**src/rtl/fetch_unit_pkg.sv**
```systemverilog
// Shared LC-3b fetch types: word type, fetch FSM encoding, IF/ID entry and NOP.
package lc3b_types;
  typedef logic [15:0] lc3b_word;

  typedef enum logic [1:0] {FETCH, WAIT_BUF, DRAIN} fetch_state_e;

  typedef struct packed {
    lc3b_word ir;
    lc3b_word pc;
    logic     valid;
  } ifid_t;

  localparam lc3b_word NOP = 16'h0000;

  function automatic lc3b_word pc_inc(input lc3b_word pc);
    return pc + 16'd2;
  endfunction
endpackage

```
**src/rtl/fetch_unit_if.sv**
```systemverilog
// Instruction-memory read handshake between the fetch unit and imem.
interface fetch_unit_if;
  import lc3b_types::*;
  logic     imem_read;
  lc3b_word imem_address;
  lc3b_word imem_rdata;
  logic     imem_resp;

  modport master (output imem_read, imem_address, input imem_rdata, imem_resp);
  modport slave  (input imem_read, imem_address, output imem_rdata, imem_resp);
endinterface

```
**src/rtl/fetch_unit_buffer.sv**
```systemverilog
// 1-entry fetch buffer: holds a returned word while IF/ID is stalled.
module fetch_buffer
  import lc3b_types::*;
(
  input  logic  clk,
  input  logic  rst_n,
  input  logic  i_load,
  input  logic  i_clear,
  input  ifid_t i_ent,
  output ifid_t o_ent
);
  ifid_t r_ent;

  always_ff @(posedge clk or negedge rst_n) begin
    if (!rst_n)       r_ent <= '{ir: NOP, pc: '0, valid: 1'b0};
    else if (i_clear) r_ent.valid <= 1'b0;
    else if (i_load)  r_ent <= i_ent;
  end

  assign o_ent = r_ent;
endmodule

```
**src/rtl/fetch_unit.sv**
```systemverilog
// LC-3b instruction fetch: owns PC and imem handshake, drives the IF/ID latch.
module fetch_unit
  import lc3b_types::*;
#(
  parameter lc3b_word RESET_PC = 16'h0000,
  parameter lc3b_word NOP_IR   = NOP
) (
  input  logic          clk,
  input  logic          rst_n,
  fetch_unit_if.master  imem,
  input  logic          flow_ID_EX,
  input  logic          gen_bubble,
  input  logic          squash_ID,
  input  lc3b_word      pc_target,
  output lc3b_word      IF_ID_ir,
  output lc3b_word      IF_ID_pc,
  output logic          IF_ID_valid
);
  fetch_state_e r_state, w_state_nxt;
  lc3b_word     r_pc, r_drain_addr, w_pc_next, w_addr;
  ifid_t        r_ifid, w_fb_in, w_fb_out;
  logic         w_adv, w_read, w_resp, w_fb_load, w_fb_clear;

  localparam ifid_t IFID_NOP = '{ir: NOP_IR, pc: 16'h0000, valid: 1'b0};

  assign w_adv     = flow_ID_EX && !gen_bubble;
  assign w_resp    = imem.imem_resp;
  assign w_pc_next = pc_inc(r_pc);
  assign w_fb_in   = '{ir: imem.imem_rdata, pc: w_pc_next, valid: 1'b1};

  assign w_fb_load  = !squash_ID && (r_state == FETCH) && w_resp && !w_adv;
  assign w_fb_clear = squash_ID || ((r_state == WAIT_BUF) && w_adv);

  fetch_buffer u_fbuf (
    .clk     (clk),
    .rst_n   (rst_n),
    .i_load  (w_fb_load),
    .i_clear (w_fb_clear),
    .i_ent   (w_fb_in),
    .o_ent   (w_fb_out)
  );

  always_ff @(posedge clk or negedge rst_n) begin
    if (!rst_n) r_state <= FETCH;
    else        r_state <= w_state_nxt;
  end

  // A request that is already on the bus must complete, so squash mid-read drains it.
  always_comb begin
    w_state_nxt = r_state;
    if (squash_ID) begin
      w_state_nxt = (w_read && !w_resp) ? DRAIN : FETCH;
    end else begin
      case (r_state)
        FETCH:    if (w_resp && !w_adv) w_state_nxt = WAIT_BUF;
        WAIT_BUF: if (w_adv)            w_state_nxt = FETCH;
        DRAIN:    if (w_resp)           w_state_nxt = FETCH;
        default:                        w_state_nxt = FETCH;
      endcase
    end
  end

  always_comb begin
    w_read = 1'b0;
    w_addr = r_pc;
    case (r_state)
      FETCH: w_read = 1'b1;
      DRAIN: begin
        w_read = 1'b1;
        w_addr = r_drain_addr;
      end
      default: ;
    endcase
  end

  assign imem.imem_read    = w_read;
  assign imem.imem_address = w_addr;

  always_ff @(posedge clk or negedge rst_n) begin
    if (!rst_n) begin
      r_pc         <= RESET_PC;
      r_drain_addr <= RESET_PC;
      r_ifid       <= IFID_NOP;
    end else if (squash_ID) begin
      r_pc         <= pc_target & 16'hFFFE;
      r_drain_addr <= w_addr;
      r_ifid       <= IFID_NOP;
    end else begin
      if ((r_state == FETCH) && w_resp) r_pc <= w_pc_next;
      if (w_adv) begin
        case (r_state)
          FETCH:    r_ifid <= w_resp ? w_fb_in : IFID_NOP;
          WAIT_BUF: r_ifid <= w_fb_out;
          default:  r_ifid <= IFID_NOP;
        endcase
      end
    end
  end

  assign IF_ID_ir    = r_ifid.ir;
  assign IF_ID_pc    = r_ifid.pc;
  assign IF_ID_valid = r_ifid.valid;
endmodule

```
**src/flat_wrapper.sv**
```systemverilog
// flat-port wrapper written by rule: the top's interface ports become plain ports
module fetch_unit_flat import lc3b_types::*;
#(
  parameter lc3b_word RESET_PC = 16'h0000,
  parameter lc3b_word NOP_IR   = NOP
)
  (clk, rst_n, flow_ID_EX, gen_bubble, squash_ID, pc_target, IF_ID_ir, IF_ID_pc, IF_ID_valid, imem_imem_read, imem_imem_address, imem_imem_rdata, imem_imem_resp);
  fetch_unit_if imem_i ();
  input  logic clk;
  input  logic rst_n;
  input  logic flow_ID_EX;
  input  logic gen_bubble;
  input  logic squash_ID;
  input  lc3b_word pc_target;
  output lc3b_word IF_ID_ir;
  output lc3b_word IF_ID_pc;
  output logic IF_ID_valid;
  output wire logic [$bits(imem_i.imem_read)-1:0] imem_imem_read;
  output wire logic [$bits(imem_i.imem_address)-1:0] imem_imem_address;
  input wire logic [$bits(imem_i.imem_rdata)-1:0] imem_imem_rdata;
  input wire logic [$bits(imem_i.imem_resp)-1:0] imem_imem_resp;
  assign imem_imem_read = imem_i.imem_read;
  assign imem_imem_address = imem_i.imem_address;
  assign imem_i.imem_rdata = imem_imem_rdata;
  assign imem_i.imem_resp = imem_imem_resp;
  fetch_unit #(.RESET_PC(RESET_PC), .NOP_IR(NOP_IR)) u_core (.clk(clk), .rst_n(rst_n), .imem(imem_i), .flow_ID_EX(flow_ID_EX), .gen_bubble(gen_bubble), .squash_ID(squash_ID), .pc_target(pc_target), .IF_ID_ir(IF_ID_ir), .IF_ID_pc(IF_ID_pc), .IF_ID_valid(IF_ID_valid));
endmodule
```
**config.mk**
```make
export PLATFORM = sky130hd
export DESIGN_NAME = fetch_unit_flat
export DESIGN_NICKNAME = d
export VERILOG_FILES = /design/src/rtl/fetch_unit_pkg.sv /design/src/rtl/fetch_unit_if.sv /design/src/rtl/fetch_unit_buffer.sv /design/src/rtl/fetch_unit.sv /design/src/flat_wrapper.sv
export SDC_FILE = /design/constraint.sdc
export NUM_CORES = 1
export LEC_CHECK = 0
export CORE_MARGIN = 1
export CORE_UTILIZATION = 47
export DETAILED_ROUTE_END_ITERATION = 10
export PLACE_DENSITY_LB_ADDON = 0.25
export SLEW_MARGIN = 20
export SYNTH_ARGS = -nofsm -noshare
export SYNTH_HDL_FRONTEND = slang
export SYNTH_SLANG_ARGS = --single-unit
export TNS_END_PERCENT = 10
```
**constraint.sdc**
```tcl
create_clock -name clk -period 1.7 [get_ports clk]
set_input_delay 0.34 -clock clk [delete_from_list [all_inputs] [get_ports clk]]
set_output_delay 0.34 -clock clk [all_outputs]
set_load 0.02 [all_outputs]
```
* Word level (Yosys, flattened, before mapping)
Cells that the tools add are included.
** Word-level totals
- Register bits after elaboration :: 100
- Bits of input ports :: 38
- Logic and storage cells :: 52
** Operators by class
- Equality and inequality tests :: 5
- Reductions and logical operators :: 20
- Mux-type cells :: 16
- $add $sub $neg :: 1
- Bitwise operators :: 1
** Operator list (number)
- 33-bit two-way mux :: 3
- 33-bit one-hot mux with 2 select lines :: 1
- 16-bit two-way mux :: 3
- 16-bit by 2-bit adder with 16-bit output (second input constant) :: 1
- 2-bit two-way mux :: 5
- 1-bit logical AND :: 8
- 3-bit by 2-bit inequality test with 1-bit output (second input constant) :: 2
- 2-bit one-hot mux with 3 select lines :: 1
- 2-bit nonzero test :: 3
- 1-bit logical NOT :: 4
- 1-bit two-way mux :: 3
- 3-bit inequality test (second input constant) :: 1
- 3-bit AND reduction :: 1
- 2-bit by 1-bit == test with 1-bit output (second input constant) :: 1
- 2-bit == test (second input constant) :: 1
- 2-bit logical NOT :: 1
- 2-bit AND reduction :: 1
- 2-bit OR reduction :: 1
- 1-bit logical OR :: 1
- 1-bit inverter :: 1

* Depth between registers and ports, before layout
Gate-level depths: netlist of the first run.
- Depth in word-level cells :: 7
- Gate-level depth with buffers :: 7
- Mapped depth without buffers :: 5

* Cells and area by module
Synthesis of the first run repeated with hierarchy kept, for this count alone.
** Second synthesis, totals
- Cell total of the unflattened synthesis :: 410
- Area total of the unflattened synthesis :: 4918.5 sq um
** Modules (own cells, without submodules)
- fetch_unit :: cells an instance 338, area an instance 3520.9 sq um, times used 1
- fetch_buffer :: cells an instance 72, area an instance 1397.6 sq um, times used 1

* Worst setup path before layout of the first run
Ideal clock, no wire load.
- Path kind :: reg2reg
- Start point :: register u_core.r_state[1]
- End point :: register u_core.u_fbuf.r_ent, in the netlist u_core.u_fbuf.o_ent[17]
- Path slack :: -144 ps
- Period minus slack after synthesis :: 1844 ps
- Arrival time :: 1719 ps
- Cell stages (with the launch flop) :: 6
- Library setup time :: 125 ps
- Cells stage by stage :: dfrtp_1 -> or3b_1 -> buf_4 -> nor3_4 -> buf_6 -> mux2_2
** Between the ends
- Word-level cells in the longest chain between the ends :: 5
- Elaborated cells between the ends (all ways) :: 9
- Classes of those cells :: eq/ne (1); bitwise (1); reduce/logical (7)
** Ends and longest elaborated chain
- from (decl) :: line fetch_unit.sv:19 : fetch_state_e r_state, w_state_nxt;
- from (signal assigned) :: line fetch_unit.sv:45 : else r_state <= w_state_nxt;
- 2-bit by 1-bit == test with 1-bit output / 2-bit logical NOT (equally long branches) :: line fetch_unit.sv:32, fetch_unit.sv:31
- 1-bit logical AND (on tied branches) :: line fetch_unit.sv:32, fetch_unit.sv:31
- 1-bit logical OR / 1-bit logical AND (equally long branches) :: line fetch_unit.sv:32, fetch_unit.sv:31
- 1-bit inverter (no line) / 1-bit logical AND (equally long branches)
- 2-bit AND reduction (no line) *
- to (signal assigned) :: line fetch_unit_buffer.sv:15 : if (!rst_n) r_ent <= '{ir: NOP, pc: '0, valid: 1'b0};
- to (signal assigned) :: line fetch_unit_buffer.sv:17 : else if (i_load) r_ent <= i_ent;
- to (decl) :: line fetch_unit_buffer.sv:12 : ifid_t r_ent;
Mark *: on every way between the ends. The rest lies on a longest branch, timed or not.
A chain may end at the register's enable or synchronous reset.

* Worst setup path in the final report of the first run
- Start point :: register u_core.r_state[0]
- End point :: register u_core.u_fbuf.r_ent, in the netlist u_core.u_fbuf.o_ent[21]
Same word-level chain as after synthesis.

==> results of run 1 <==
## stage by stage
stage	utilization, %	hold WS (ps)	power (mW)	setup TNS [ps]
after floorplan	-	44.41	3.615	-2892
after global placement	63.25	299.7	4.183	-32220
after detailed placement	63.25	305.4	4.235	-34330
after CTS	67.05	451.9	6.230	-9948
after global routing	69.00	481.2	6.530	-14410
final	69.00	452.4	6.255	-9337
## worst max-delay path by stage
| stage | from | endpoint | slack [ps] | cells past startpoint |
|---|---|---|---|---|
| final | u_core.r_state[0]$_DFFE_PN0P_ | u_core.u_fbuf.o_ent[21]$_DFFE_PN0P_ | -240 | 5 |
| after global routing | u_core.r_state[1]$_DFFE_PN0P_ | u_core.u_fbuf.o_ent[21]$_DFFE_PN0P_ | -300 | 5 |
| after CTS | u_core.r_state[0]$_DFFE_PN0P_ | imem_imem_address[13] | -250 | 4 |
| after detailed placement | imem_imem_resp | u_core.u_fbuf.o_ent[31]$_DFFE_PN0P_ | -540 | 5 |
| after global placement | imem_imem_resp | u_core.r_pc[14]$_DFFE_PN0N_ | -500 | 6 |
| after floorplan | u_core.r_state[1]$_DFFE_PN0P_ | u_core.u_fbuf.o_ent[17]$_DFFE_PN0P_ | -130 | 5 |
## synth_stat cells (8+ instances only)
library cell | n | area (um2)
a21oi_1 | 13 | 65.06
a22oi_1 | 32 | 240.2
buf_2 | 14 | 70.07
clkbuf_1 | 14 | 52.55
dfrtp_1 | 98 | 2452
mux2_1 | 10 | 112.6
mux2_2 | 36 | 405.4
nand2_1 | 42 | 157.7
nand3_1 | 9 | 45.04
nor2_1 | 24 | 90.09
nor4_1 | 8 | 50.05
o21ai_0 | 45 | 225.2
xnor2_1 | 16 | 140.1
xor2_1 | 8 | 70.07
## flip-flops by register name, indices dropped and copies added, names as in the netlist
register and count:
u_core.IF_ID_ir 16, u_core.IF_ID_pc 16, u_core.IF_ID_valid 1, u_core.r_drain_addr 16, u_core.r_pc 15, u_core.r_state 2
u_core.u_fbuf.o_ent 32
## repair_timing
action	4_1_cts	5_1_grt
gates resized for setup	119	56
pin swaps	2	5
cloned	1	0
endpoints found under the hold margin	27	0
endpoints found under the setup margin	66	112
buffers inserted	1	0
hold buffers	1	0
## worst reg2reg max path, delay by kind of cell (launching register included)
kind | cells | cell delay (ps)
muxes | 1 | 350
and+or+nand+nor | 2 | 680
DFF | 1 | 420
buffers and inverters | 2 | 390
## metal layers
layer / global-route usage (%) / share of wire (%) / vias up
met4: 9.253 / 1.8 / 0
met3: 3.273 / 4.4 / 15
met5: 0 / 0 / -
met2: 35.77 / 48 / 92
met1: 31.50 / 46 / 1747
li1: - / - / 1705
## kinds of logic (layout without fill, tap and decap cells)
family | count (synthesis) | in the layout | synth area share [%]
AOI/OAI and AO/OA | 93 | 93 | 12.18
buffers and inverters | 37 | 160 | 4.022
and+or+nand+nor | 113 | 113 | 12.62
xor gates and xnor gates | 24 | 24 | 4.628
muxes | 50 | 50 | 12.29
DFF | 98 | 98 | 53.99
adders and majority gates | 1 | 1 | 0.2754
## power groups by stage
stage | logic [mW] | registers (mW) | clock network (mW)
6_report | 1.44 | 2.88 | 1.94
2_1_floorplan | 0.735 | 2.88 | 0
3_3_place_gp | 1.30 | 2.88 | 0
4_1_cts | 1.40 | 2.87 | 1.97
3_5_place_dp | 1.33 | 2.91 | 0
5_1_grt | 1.56 | 2.92 | 2.05
## cell type report
class	count	area (um2)
clock buffer	9	123.9
clock inverter	6	137.6
fill	697	2878
inverter	3	11.26
multi-input combinational	281	2076
sequential	98	2452
tap	129	161.4
timing repair buffer	142	1444
==> results.py, run 1 <==
metrics = {
    "finish": {
        "syn_to_final_growth_pct": 41.05,
        "finalNetCount": 574,
        "final_layout_size_suffix_gt1_share_pct": 27.46,
        "instances_no_fill": 668,
        "final_cell_mix": "98 x dfrtp_1, 43 x buf_4, 42 x nand2_1, 41 x o21ai_0, 36 x clkdlybuf4s50_1",
        "final_common_cell": "dfrtp_1",
        "finalInstanceArea_um2": 6406,
        "antenna_cells": 0,
    },
    "synthesis": {
        "syn_nets": 455,
        "avgSynthCellArea_um2": 10.92,
        "post_synth_num_cell_types": 37,
        "ys_ff_latch": 98,
        "yosys_warnings": 0,
        "syn_inst": 416,
        "yosysSeqAreaShare_pct": 53.99,
        "async_flop_share_pct": 100.0,
        "synth_edf_count": 0,
        "synthFlopType": "dfrtp_1",
        "netlist_area_um2": 4542,
    },
    "worst_setup_path": {
        "path_cells": "buf_4 -> or3b_4 -> nor3_4 -> buf_4 -> mux2_2",
        "cp_max_fo": 6,
        "cp.buffers_inverters": 2,
        "path_class": "reg -> reg",
        "reg2reg_depth": 5,
        "crit_top_cell": "buf_4",
        "required_ps": 1950,
        "arrival_ps": 2190,
        "start_kind": "register",
        "slowest_delay_ps": 430,
        "reg2reg_from": "u_core.r_state[0]$_DFFE_PN0P_",
        "r2r_slack_ps": -240,
        "critPathTopFamily": "simple AND/OR/NAND/NOR gates",
        "slowest_stage": "or3b_4",
        "r2r_end": "u_core.u_fbuf.o_ent[21]$_DFFE_PN0P_",
        "worstSetupEndpointType": "register",
    },
    "drt": {
        "vias_per_cell": 5.328,
        "avgRoutedWirePerCell_um": 16.22,
        "routed_wl_um": 10830,
        "dr_total_vias": 3559,
        "ant_nets": 0,
        "drtIter0Drc": 149,
        "drc": 0,
        "first_pass_iters": 4,
    },
    "clocking": {
        "cts_tree": "built",
        "cts.htree.levels": 3,
        "numCtsBuffers": 9,
        "clk_path_buf_depth": 2,
        "clk_pin_slew_ps": 100,
        "clk_latency_ps": 360,
        "cts_root_buf": "clkbuf_8",
        "numClockSinks": 98,
    },
    "pwr": {
        "power.internal_mw": 4.560,
        "combPwrFrac_pct": 23.0,
        "seqPwrFrac_pct": 46.1,
        "p_leak_nw": 3.180,
        "p_sw_share_pct": 27.09,
        "peakVddDrop_mv": 0.5166,
        "netSwitchingPower_mw": 1.695,
        "powerDensity_nw_per_um2": 976.4,
        "clkPwrFrac_pct": 31.0,
    },
    "global_routing": {
        "grt_pass1_vias": 3541,
        "grt_pass1_wl_um": 17570,
        "antenna_found_initial": 0,
        "grt_usage_pct": 22.65,
        "grt_max_degree": 44,
        "grt_remaining_overflow": 0,
    },
    "floorplan": {
        "ios": 88,
        "rows": 35,
        "die_w_um": 100.3,
        "initial_core_util_pct": 48.92,
        "coreArea_um2": 9284,
        "die-area_um2": 10060,
        "dieHeight_um": 100.3,
    },
    "sta": {
        "hold_violations": 0,
        "final.setup.worst_slack_ps": -236.6,
        "worst_pin_slew_ps": 689.2,
        "fin_crit_sh_pct": 113.9,
        "finalMaxSlewViolations": 0,
        "rsz0062_at_grt": "true",
        "fmax_mhz": 516.4,
        "layout_min_cycle_time_ps": 1937,
        "fin_skew_ps": 9.502,
        "setup_viol": 54,
        "slew_headroom_pct": 54.01,
    },
    "hold_path": {
        "hp-class": "in -> async",
    },
    "placed_design": {
        "gp_congestion": 0.8134,
        "dpl.cell_count": 650,
        "place_ws_ps": -544.7,
        "postPlaceCellArea_um2": 5872,
        "hpwl_um": 7407,
        "io_buffers": 86,
    },
    "run_status": {
        "outcome": "complete, but fails checks",
        "violations": "negative setup slack",
    },
    "job": {
        "cap_violations": 0,
    },
}
No activity file was read; power rests on OpenSTA's default activity.
==> run 2, diff against run 1 <==
--- a/config.mk
+++ b/config.mk
@@ -5,8 +5,10 @@
 export SDC_FILE = /design/constraint.sdc
 export NUM_CORES = 1
 export LEC_CHECK = 0
+export CAP_MARGIN = 25
 export CORE_MARGIN = 1
 export CORE_UTILIZATION = 47
+export CTS_BUF_LIST = sky130_fd_sc_hd__clkbuf_16
 export DETAILED_ROUTE_END_ITERATION = 10
 export PLACE_DENSITY_LB_ADDON = 0.25
 export SLEW_MARGIN = 20
==> run 2 against run 1 <==
Effect of this change: the flow still finishes with violations (negative setup slack); via count is 1.4% higher; non-clock buffer count is 1 higher; routed wire length is 1.4% higher; clock power is 28% higher; largest power group unchanged; combinational power is 4% lower; clock skew is 0.81 ps lower; design area is 0.66% lower; total power is 7.7% higher.
==> results.py, run 2 (synthesis results as in run 1) <==
metrics = {
    "run_status": {
        "outcome": "complete, but fails checks",
        "violations": "negative setup slack",
    },
    "sta": {
        "rsz0062_at_grt": "true",
        "final.setup.worst_slack_ps": -273.4,
        "fin_crit_sh_pct": 116.1,
        "fmax_mhz": 506.7,
        "layout_min_cycle_time_ps": 1973,
        "worst_pin_slew_ps": 427.1,
        "hold_violations": 0,
        "slew_headroom_pct": 71.45,
        "totalNegativeSetupSlack_ps": -10130,
        "setup_viol": 57,
        "finalMaxSlewViolations": 0,
        "fin_hold_ws_ps": 481.3,
        "fin_skew_ps": 8.689,
    },
    "clocking": {
        "numClockSinks": 98,
        "numCtsBuffers": 9,
        "cts.htree.levels": 3,
        "clk_path_buf_depth": 2,
        "clk_latency_ps": 340,
        "cts_root_buf": "clkbuf_16",
        "cts_tree": "built",
        "clk_pin_slew_ps": 70,
    },
    "placed_design": {
        "gp_congestion": 0.8134,
        "io_buffers": 86,
        "dpl.cell_count": 650,
        "hpwl_um": 7407,
        "postPlaceCellArea_um2": 5872,
        "place_ws_ps": -544.7,
    },
    "finish": {
        "final_util_pct": 68.54,
        "instances_no_fill": 669,
        "final_cell_mix": "98 x dfrtp_1, 66 x clkdlybuf4s50_1, 45 x buf_4, 42 x o21ai_0, 41 x nand2_1",
        "final_layout_size_suffix_gt1_share_pct": 27.04,
        "final_common_cell": "dfrtp_1",
        "antenna_cells": 0,
        "finalNetCount": 575,
        "fillerInstances": 714,
        "finalInstanceArea_um2": 6364,
        "syn_to_final_growth_pct": 40.11,
        "largest_reg_flops": 32,
    },
    "job": {
        "cap_violations": 0,
    },
    "pwr": {
        "clkPwrFrac_pct": 36.7,
        "powerDensity_nw_per_um2": 1059,
        "power.internal_mw": 4.975,
        "p_sw_share_pct": 26.16,
        "seqPwrFrac_pct": 42.7,
        "combPwrFrac_pct": 20.5,
        "power.total_mw": 6.737,
        "peakVddDrop_mv": 0.5598,
        "netSwitchingPower_mw": 1.762,
        "p_leak_nw": 2.693,
    },
    "worst_setup_path": {
        "path_class": "reg -> out",
        "required_ps": 1360,
        "arrival_ps": 1630,
        "slowest_delay_ps": 420,
        "cp_max_fo": 7,
        "slowest_stage": "dfrtp_1",
        "worstSetupEndpointType": "output pin",
        "path_cells": "nor2b_4 -> buf_6 -> mux2_2 -> buf_2",
        "start_kind": "register",
    },
    "floorplan": {
        "ios": 88,
        "coreArea_um2": 9284,
        "rows": 35,
        "die_w_um": 100.3,
        "die-area_um2": 10060,
        "dieHeight_um": 100.3,
        "initial_core_util_pct": 48.92,
    },
    "drt": {
        "first_pass_iters": 4,
        "routed_wl_um": 10990,
        "vias_per_cell": 5.393,
        "ant_nets": 0,
        "avgRoutedWirePerCell_um": 16.42,
        "drc": 0,
        "dr_total_vias": 3608,
        "drtIter0Drc": 175,
    },
    "global_routing": {
        "antenna_found_initial": 0,
        "grt_remaining_overflow": 0,
        "grt_usage_pct": 23.03,
        "grt_pass1_vias": 3611,
        "grt_pass1_wl_um": 17930,
        "grt_max_degree": 44,
    },
    "hold_path": {
        "hp-class": "reg -> reg",
    },
}
==> run 2: cell count changes in the layout (fill, tap and decap cells not counted), moves of 6 or more <==
cell	change
clkdlybuf4s50_1	+30
mux2_2	+6
dlymetal6s2s_1	-25
mux2_4	-10
clkbuf_8	-9
clkbuf_16	+9
==> run 2: worst max-delay path: cells and delay by family (launching register included) <==
kind                   cells  cell delay [ps]
flip-flops                 1              420
multiplexers               1              360
buffers and inverters      2              330
AND/OR/NAND/NOR            1              190
==> run 2: cell type report <==
| type | count | area, um2 | share of cell area, % |
|---|---|---|---|
| Tap cell | 129 | 161.4 | 2.536 |
| Sequential cell | 98 | 2452 | 38.54 |
| Timing Repair Buffer | 143 | 1356 | 21.31 |
| Inverter | 3 | 11.26 | 0.1770 |
| Clock buffer | 9 | 225.2 | 3.539 |
| Multi-Input combinational cell | 281 | 2019 | 31.73 |
| Clock inverter | 6 | 137.6 | 2.163 |
==> run 2: layer usage <==
layer	part of all wire, %	wire length, um	up-vias	track usage, %
met5	0	0	-	0
met4	1.2	132	0	7.023
met3	3.5	386	10	3.900
met2	50	5535	90	38.46
met1	45	4932	1803	30.83
li1	-	-	1705	-
==> run 2: final timing paths <==
kind | from | to | slack, ps | cells after the start
min in group asynchronous | rst_n | u_core.r_drain_addr[14]$_DFFE_PN0P_ | 490 | 2
max in group asynchronous | rst_n | u_core.u_fbuf.o_ent[24]$_DFFE_PN0P_ | 650 | 3
worst min register to register | u_core.IF_ID_ir[5]$_DFFE_PN0P_ | u_core.IF_ID_ir[5]$_DFFE_PN0P_ | 480 | 2
worst max-delay path | u_core.r_state[0]$_DFFE_PN0P_ | imem_imem_address[13] | -270 | 4
worst max register to register | u_core.r_state[0]$_DFFE_PN0P_ | u_core.u_fbuf.o_ent[21]$_DFFE_PN0P_ | -260 | 5
worst min-delay path | u_core.IF_ID_ir[5]$_DFFE_PN0P_ | u_core.IF_ID_ir[5]$_DFFE_PN0P_ | 480 | 2
==> run 2: power by group through the flow <==
stage | logic, mW | registers, mW | clock network [mW]
after detailed placement | 1.33 | 2.91 | 0
after global routing | 1.50 | 2.91 | 2.59
after CTS | 1.35 | 2.87 | 2.50
after floorplan | 0.735 | 2.88 | 0
after global placement | 1.30 | 2.88 | 0
final | 1.38 | 2.88 | 2.48
==> run 2: timing repair <==
| item | in CTS | in global routing |
|---|---|---|
| hold endpoints to repair | 27 | 0 |
| gates cloned | 1 | 0 |
| hold buffers | 1 | 0 |
| buffers inserted | 1 | 1 |
| resized for setup | 93 | 28 |
| endpoints found under the setup margin | 64 | 65 |
| pin swaps | 2 | 1 |
==> run 3, diff against run 2 <==
--- a/config.mk
+++ b/config.mk
@@ -10,6 +10,7 @@
 export CORE_UTILIZATION = 47
 export CTS_BUF_LIST = sky130_fd_sc_hd__clkbuf_16
 export DETAILED_ROUTE_END_ITERATION = 10
+export HOLD_SLACK_MARGIN = 0.1
 export PLACE_DENSITY_LB_ADDON = 0.25
 export SLEW_MARGIN = 20
 export SYNTH_ARGS = -nofsm -noshare
==> results of run 3 <==
No change in the layout: final DEF, timing and power equal those of run 2.
